$ cat config.mk
export PLATFORM = sky130hd
export DESIGN_NAME = sync_fifo_param
export DESIGN_NICKNAME = d
export VERILOG_FILES = /design/src/rtl/sync_fifo_pkg.sv /design/src/rtl/sync_fifo_mem.sv /design/src/rtl/sync_fifo_param.sv
export SDC_FILE = /design/constraint.sdc
export NUM_CORES = 1
export LEC_CHECK = 0
export CAP_MARGIN = 15
export CORE_MARGIN = 5
export CORE_UTILIZATION = 45
export CTS_BUF_LIST = sky130_fd_sc_hd__clkbuf_8
export CTS_CLUSTER_SIZE = 12
export DETAILED_ROUTE_END_ITERATION = 6
export DONT_BUFFER_PORTS = 1
export PLACE_DENSITY = 0.63
export SLEW_MARGIN = 5
export SYNTH_ARGS = -nofsm -noshare
export SYNTH_HDL_FRONTEND = slang
export SYNTH_HIERARCHICAL = 1
export SYNTH_SLANG_ARGS = --single-unit
$ cat constraint.sdc
create_clock -name clk -period 2.6 [get_ports clk]
set_clock_uncertainty 0.15 [all_clocks]
set_input_delay 0.52 -clock clk [delete_from_list [all_inputs] [get_ports clk]]
set_output_delay 0.52 -clock clk [all_outputs]
set_load 0.005 [all_outputs]
$ cat src/rtl/sync_fifo_pkg.sv
// Shared defaults and helpers for the single-clock FIFO family.
package sync_fifo_pkg;

  localparam int unsigned DEF_DATA_WIDTH = 8;
  localparam int unsigned DEF_DEPTH      = 16;

  // Address bits plus one wrap bit, so full and empty can be told apart.
  function automatic int unsigned ptr_width(input int unsigned depth);
    return $clog2(depth) + 1;
  endfunction

  typedef logic [ptr_width(DEF_DEPTH)-1:0] count_t;

endpackage

$ cat src/rtl/sync_fifo_mem.sv
// DEPTH x DATA_WIDTH dual-port storage for sync_fifo_param.
// Read port is registered by default; combinational when SYNC_FIFO_FWFT_EN is defined.
module sync_fifo_mem #(
  parameter int unsigned DATA_WIDTH = 8,
  parameter int unsigned DEPTH      = 16,
  parameter int unsigned AW         = $clog2(DEPTH)
) (
  input  logic                  clk,
  input  logic                  rst_n,
  input  logic                  we,
  input  logic [AW-1:0]         waddr,
  input  logic [DATA_WIDTH-1:0] wdata,
  input  logic                  re,
  input  logic [AW-1:0]         raddr,
  output logic [DATA_WIDTH-1:0] rdata
);

  logic [DATA_WIDTH-1:0] mem [DEPTH];

  always_ff @(posedge clk) begin
    if (we) mem[waddr] <= wdata;
  end

`ifdef SYNC_FIFO_FWFT_EN
  logic unused_rd;
  assign unused_rd = ^{rst_n, re};
  assign rdata     = mem[raddr];
`else
  always_ff @(posedge clk or negedge rst_n) begin
    if (!rst_n)  rdata <= '0;
    else if (re) rdata <= mem[raddr];
  end
`endif

endmodule

$ cat src/rtl/sync_fifo_param.sv
// Parametrised single-clock FIFO with occupancy count, almost flags and sticky errors.
// Define SYNC_FIFO_FWFT_EN for first-word-fall-through reads.
module sync_fifo_param
  import sync_fifo_pkg::*;
#(
  parameter int unsigned DATA_WIDTH = DEF_DATA_WIDTH,
  parameter int unsigned DEPTH      = DEF_DEPTH,
  parameter int unsigned AFULL_TH   = DEPTH - 2,
  parameter int unsigned AEMPTY_TH  = 2
) (
  input  logic                          clk,
  input  logic                          rst_n,
  input  logic                          winc,
  input  logic [DATA_WIDTH-1:0]         wdata,
  output logic                          wfull,
  input  logic                          rinc,
  output logic [DATA_WIDTH-1:0]         rdata,
  output logic                          rempty,
  output logic [ptr_width(DEPTH)-1:0]   count,
  output logic                          almost_full,
  output logic                          almost_empty,
  output logic                          overflow,
  output logic                          underflow,
  input  logic                          clr_err
);

  localparam int unsigned PW = ptr_width(DEPTH);
  localparam int unsigned AW = PW - 1;
  localparam logic [PW-1:0] AF_TH = PW'(AFULL_TH);
  localparam logic [PW-1:0] AE_TH = PW'(AEMPTY_TH);

  if (DEPTH < 4 || (DEPTH & (DEPTH - 1)) != 0 || AFULL_TH > DEPTH || AEMPTY_TH >= DEPTH)
  begin : g_param_check
    $fatal(1, "sync_fifo_param: illegal DEPTH/AFULL_TH/AEMPTY_TH");
  end

  logic [PW-1:0] wptr, rptr;
  logic          wr_ok, rd_ok;

  assign rempty = (wptr == rptr);
  assign wfull  = (wptr[AW] != rptr[AW]) && (wptr[AW-1:0] == rptr[AW-1:0]);
  assign wr_ok  = winc && !wfull;
  assign rd_ok  = rinc && !rempty;

  // Wrap-bit pointer difference is the occupancy, so count never drifts from the flags.
  assign count        = wptr - rptr;
  assign almost_full  = (count >= AF_TH);
  assign almost_empty = (count <= AE_TH);

  always_ff @(posedge clk or negedge rst_n) begin
    if (!rst_n) begin
      wptr <= '0;
      rptr <= '0;
    end else begin
      if (wr_ok) wptr <= wptr + PW'(1);
      if (rd_ok) rptr <= rptr + PW'(1);
    end
  end

  // A new error event in the same cycle as clr_err keeps the flag set.
  always_ff @(posedge clk or negedge rst_n) begin
    if (!rst_n) begin
      overflow  <= 1'b0;
      underflow <= 1'b0;
    end else begin
      if (winc && wfull) overflow <= 1'b1;
      else if (clr_err)  overflow <= 1'b0;
      if (rinc && rempty) underflow <= 1'b1;
      else if (clr_err)   underflow <= 1'b0;
    end
  end

  sync_fifo_mem #(
    .DATA_WIDTH (DATA_WIDTH),
    .DEPTH      (DEPTH),
    .AW         (AW)
  ) u_mem (
    .clk   (clk),
    .rst_n (rst_n),
    .we    (wr_ok),
    .waddr (wptr[AW-1:0]),
    .wdata (wdata),
    .re    (rd_ok),
    .raddr (rptr[AW-1:0]),
    .rdata (rdata)
  );

endmodule

==> results.ini <==
[placed_design]
dp.final_hpwl_um=8070
io_buffer_count=0
place_area_um2=6450
finalWeightedCongestion=0.768

[route]
wl_um=12300
drc_errors=0
first_pass_iters=4
routedWlPerCell_um=22.3
drt_iter0_markers=223
num_vias=3080
via_per_inst=5.58
final_antenna_net_count=0

[grt]
first_global_vias=3105
grt_overflow=0
grt_max_degree=36
gr-usage-met3=0.0450
antenna_found_initial=0
use_met1=0.217
met2_usage=0.253
top_usage_layer=met2
grt_pass1_wl_um=18800
grt_usage=0.160

[floorplan]
num_rows=42
die-area_um2=16000
design.core.area_um2=13300
fp.dieW_um=126
initial_utilization=0.459
dieHeight_um=126
io_pins=32

[clock_tree]
cts-root-buf=clkbuf_8
clk_pin_slew_worst_paths_ps=90
cts.sinks=148
clock_path_buffers=2
cts_buffers=17
htreeDepth=4
clk_latency_ps=440
cts_tree=built

[synthesis]
synth-seq-cells=148
synth_cell_types=42
yosysWarnings=6
syn_avg_cell_area_um2=19.6
ys_seq_area_frac=0.711
synth_nets=332
syn_inst=312
synth_area_um2=6110

[layout]
final.fill_count=1062
multi_input_area_um2=1640
area_delta_synth_final_pct=14.7
n_antenna_cell=0
finalNetCount=383
seqCellArea_um2=4350
fin_area_um2=7000
drive_gt1_frac=0.324

[timing]
rsz0062_at_grt=true
post-route-min-period_ps=2650
fin_ws_ps=-49.8
setup_viol=2
timing.slew.headroom=0.366
hold_viol_final=0
final.period_utilization=1.02
tightest_slew_ps=948
slew_viol_final=0
max_freq_mhz=377

[power]
leakagePower_nw=2.40
total_power_mw=7.94
power_density_nw_per_um2=1130
vdd_drop_max_mv=0.478

[worst_setup_path]
slowest_delay_ps=380
slowest_stage=dfrtp_1
crit_required_ps=1930
cp_max_fo=3
start_kind=register
cp.arrival_ps=1980
worst-setup-path-type=register to primary output
path_delay_family=adder cells
path_cells=inv_1, ha_2, inv_2, fa_2, xor2_2, nand2_1, o32ai_2
crit_buf_inv=2
end_kind=primary output

[hold_path]
hp-class=primary input to register

[flow_run]
maxCapViolations=0

[status]
status=complete, but fails checks
violations=negative setup slack

[cells in the final DEF (no fill, tap or decap), types with 2 or more instances in the layout]
cell,count
edfxtp_1,128
buf_4,35
mux4_2,26
nor2_1,24
dfrtp_1,19
clkbuf_8,18
dlygate4sd3_1,10
inv_1,9
xnor2_1,9
mux2i_1,8
a221oi_2,8
o22ai_1,7
mux4_1,6
o211ai_1,4
ha_1,4
clkinvlp_4,4
nand3b_1,3
a21oi_1,3
and2_1,3
clkinv_4,3
clkinv_2,3
nor3_1,3
nand2b_1,3
xor2_2,2
o21ai_2,2
nand2_1,2
o2111ai_1,2
a22o_1,2
and3_1,2
ha_2,2
bufinv_16,2
[metal layers]
layer | up-vias | wire length, µm
li1 | 1374 | -
met2 | 72 | 6130
met5 | - | 0
met1 | 1620 | 5500
met4 | 0 | 156
met3 | 14 | 510
[metrics by stage]
stage                     TNS, ps  hold WS [ps]   util  std cells  setup WS, ps
after CTS                   -60.8         0.570  0.520        544         -33.8
after global placement          0          74.9  0.485        507           184
after detailed placement        0          75.1  0.485        507           108
final                       -62.7          69.5  0.527        552         -49.8
after floorplan              -982          74.4      -        312         -34.8
after global routing         -303          39.8  0.527        552          -152
[power breakdown]
group	switching, mW	internal [mW]
Combinational	1.66	1.44
Clock	0.827	0.868
Sequential	0.189	2.95
[synth_stat cells]
library cell / number / area share
a21boi_0: 1 / 0.0012
nor3_1: 4 / 0.0033
nand2b_1: 3 / 0.0031
a22o_1: 2 / 0.0029
o22ai_2: 1 / 0.0020
or2_2: 1 / 0.0010
o21ai_2: 2 / 0.0029
edfxtp_1: 128 / 0.63
and2_1: 3 / 0.0031
o211ai_1: 4 / 0.0049
nand2_1: 2 / 0.0012
o2111ai_1: 2 / 0.0029
buf_6: 5 / 0.0092
o32ai_1: 1 / 0.0014
ha_1: 6 / 0.012
and3b_1: 1 / 0.0014
xor2_1: 1 / 0.0014
buf_2: 2 / 0.0016
mux2_4: 1 / 0.0025
and3_2: 1 / 0.0012
mux2_2: 1 / 0.0018
fa_1: 1 / 0.0033
nand3_1: 2 / 0.0016
or3b_2: 1 / 0.0014
mux4_2: 26 / 0.096
inv_1: 9 / 0.0055
buf_4: 1 / 0.0012
a221oi_2: 8 / 0.020
o221a_2: 1 / 0.0018
buf_12: 2 / 0.0066
nand4_2: 1 / 0.0020
xor2_2: 1 / 0.0027
nor2_1: 24 / 0.015
nand3b_1: 3 / 0.0037
buf_1: 4 / 0.0025
xnor2_1: 9 / 0.013
dfrtp_1: 20 / 0.082
mux2i_1: 8 / 0.013
mux4_1: 6 / 0.026
o22ai_1: 7 / 0.0072
a21oi_1: 4 / 0.0033
and3_1: 2 / 0.0020
[cell type report]
cell class	instances	area share
Multi-Input combinational cell	141	0.235
Clock inverter	14	0.0198
Timing Repair Buffer	46	0.0534
Tap cell	176	0.0314
Inverter	9	0.00482
Clock buffer	18	0.0354
Sequential cell	148	0.621
[registers in the layout, indices dropped and copies added, names as in the netlist]
name         flops
overflow         1
rptr             5
u_mem/mem      128
u_mem/rdata      8
underflow        1
wptr             5
[worst reg2reg max path: cells and delay by family, from the launching register on]
kind / cells / cell delay (ps)
AOI/OAI and AO/OA: 1 / 90
adders and majority gates: 1 / 380
buffers and inverters: 2 / 380
DFF: 1 / 390
and+or+nand+nor: 3 / 760
[cells by family (layout without fill, tap and decap cells)]
kind of cell             after synthesis  count (layout)  synth area share
AND/OR/NAND/NOR                       48              48            0.0400
XOR/XNOR                              11              11            0.0170
flip-flops                           148             148             0.711
adder cells (fa/ha/maj)                7               7            0.0156
multiplexers                          42              42             0.139
AO/OA/AOI/OAI                         33              33            0.0502
buffers and inverters                 23              87            0.0266
[path summary, 6_finish.rpt]
kind,endpoint,slack [ps],start,cells past startpoint
max,almost_full,-50,wptr[0],7
min,underflow,70,rinc,1
max reg2reg,u_mem/mem[12][4],170,wptr[3],7
min reg2reg,underflow,410,underflow,1
max in group asynchronous,rptr[2],1140,rst_n,1
min in group asynchronous,rptr[4],520,rst_n,1
[what timing repair did]
item | 4_1_cts | 5_1_grt
endpoints found under the setup margin | 3 | 4
buffers inserted | 3 | 0
pin swaps | 1 | 1
resized for setup | 9 | 3
endpoints found under the hold margin | 21 | 127
hold buffers | 2 | 8
Note: power is estimated with default switching activity, not from simulation.
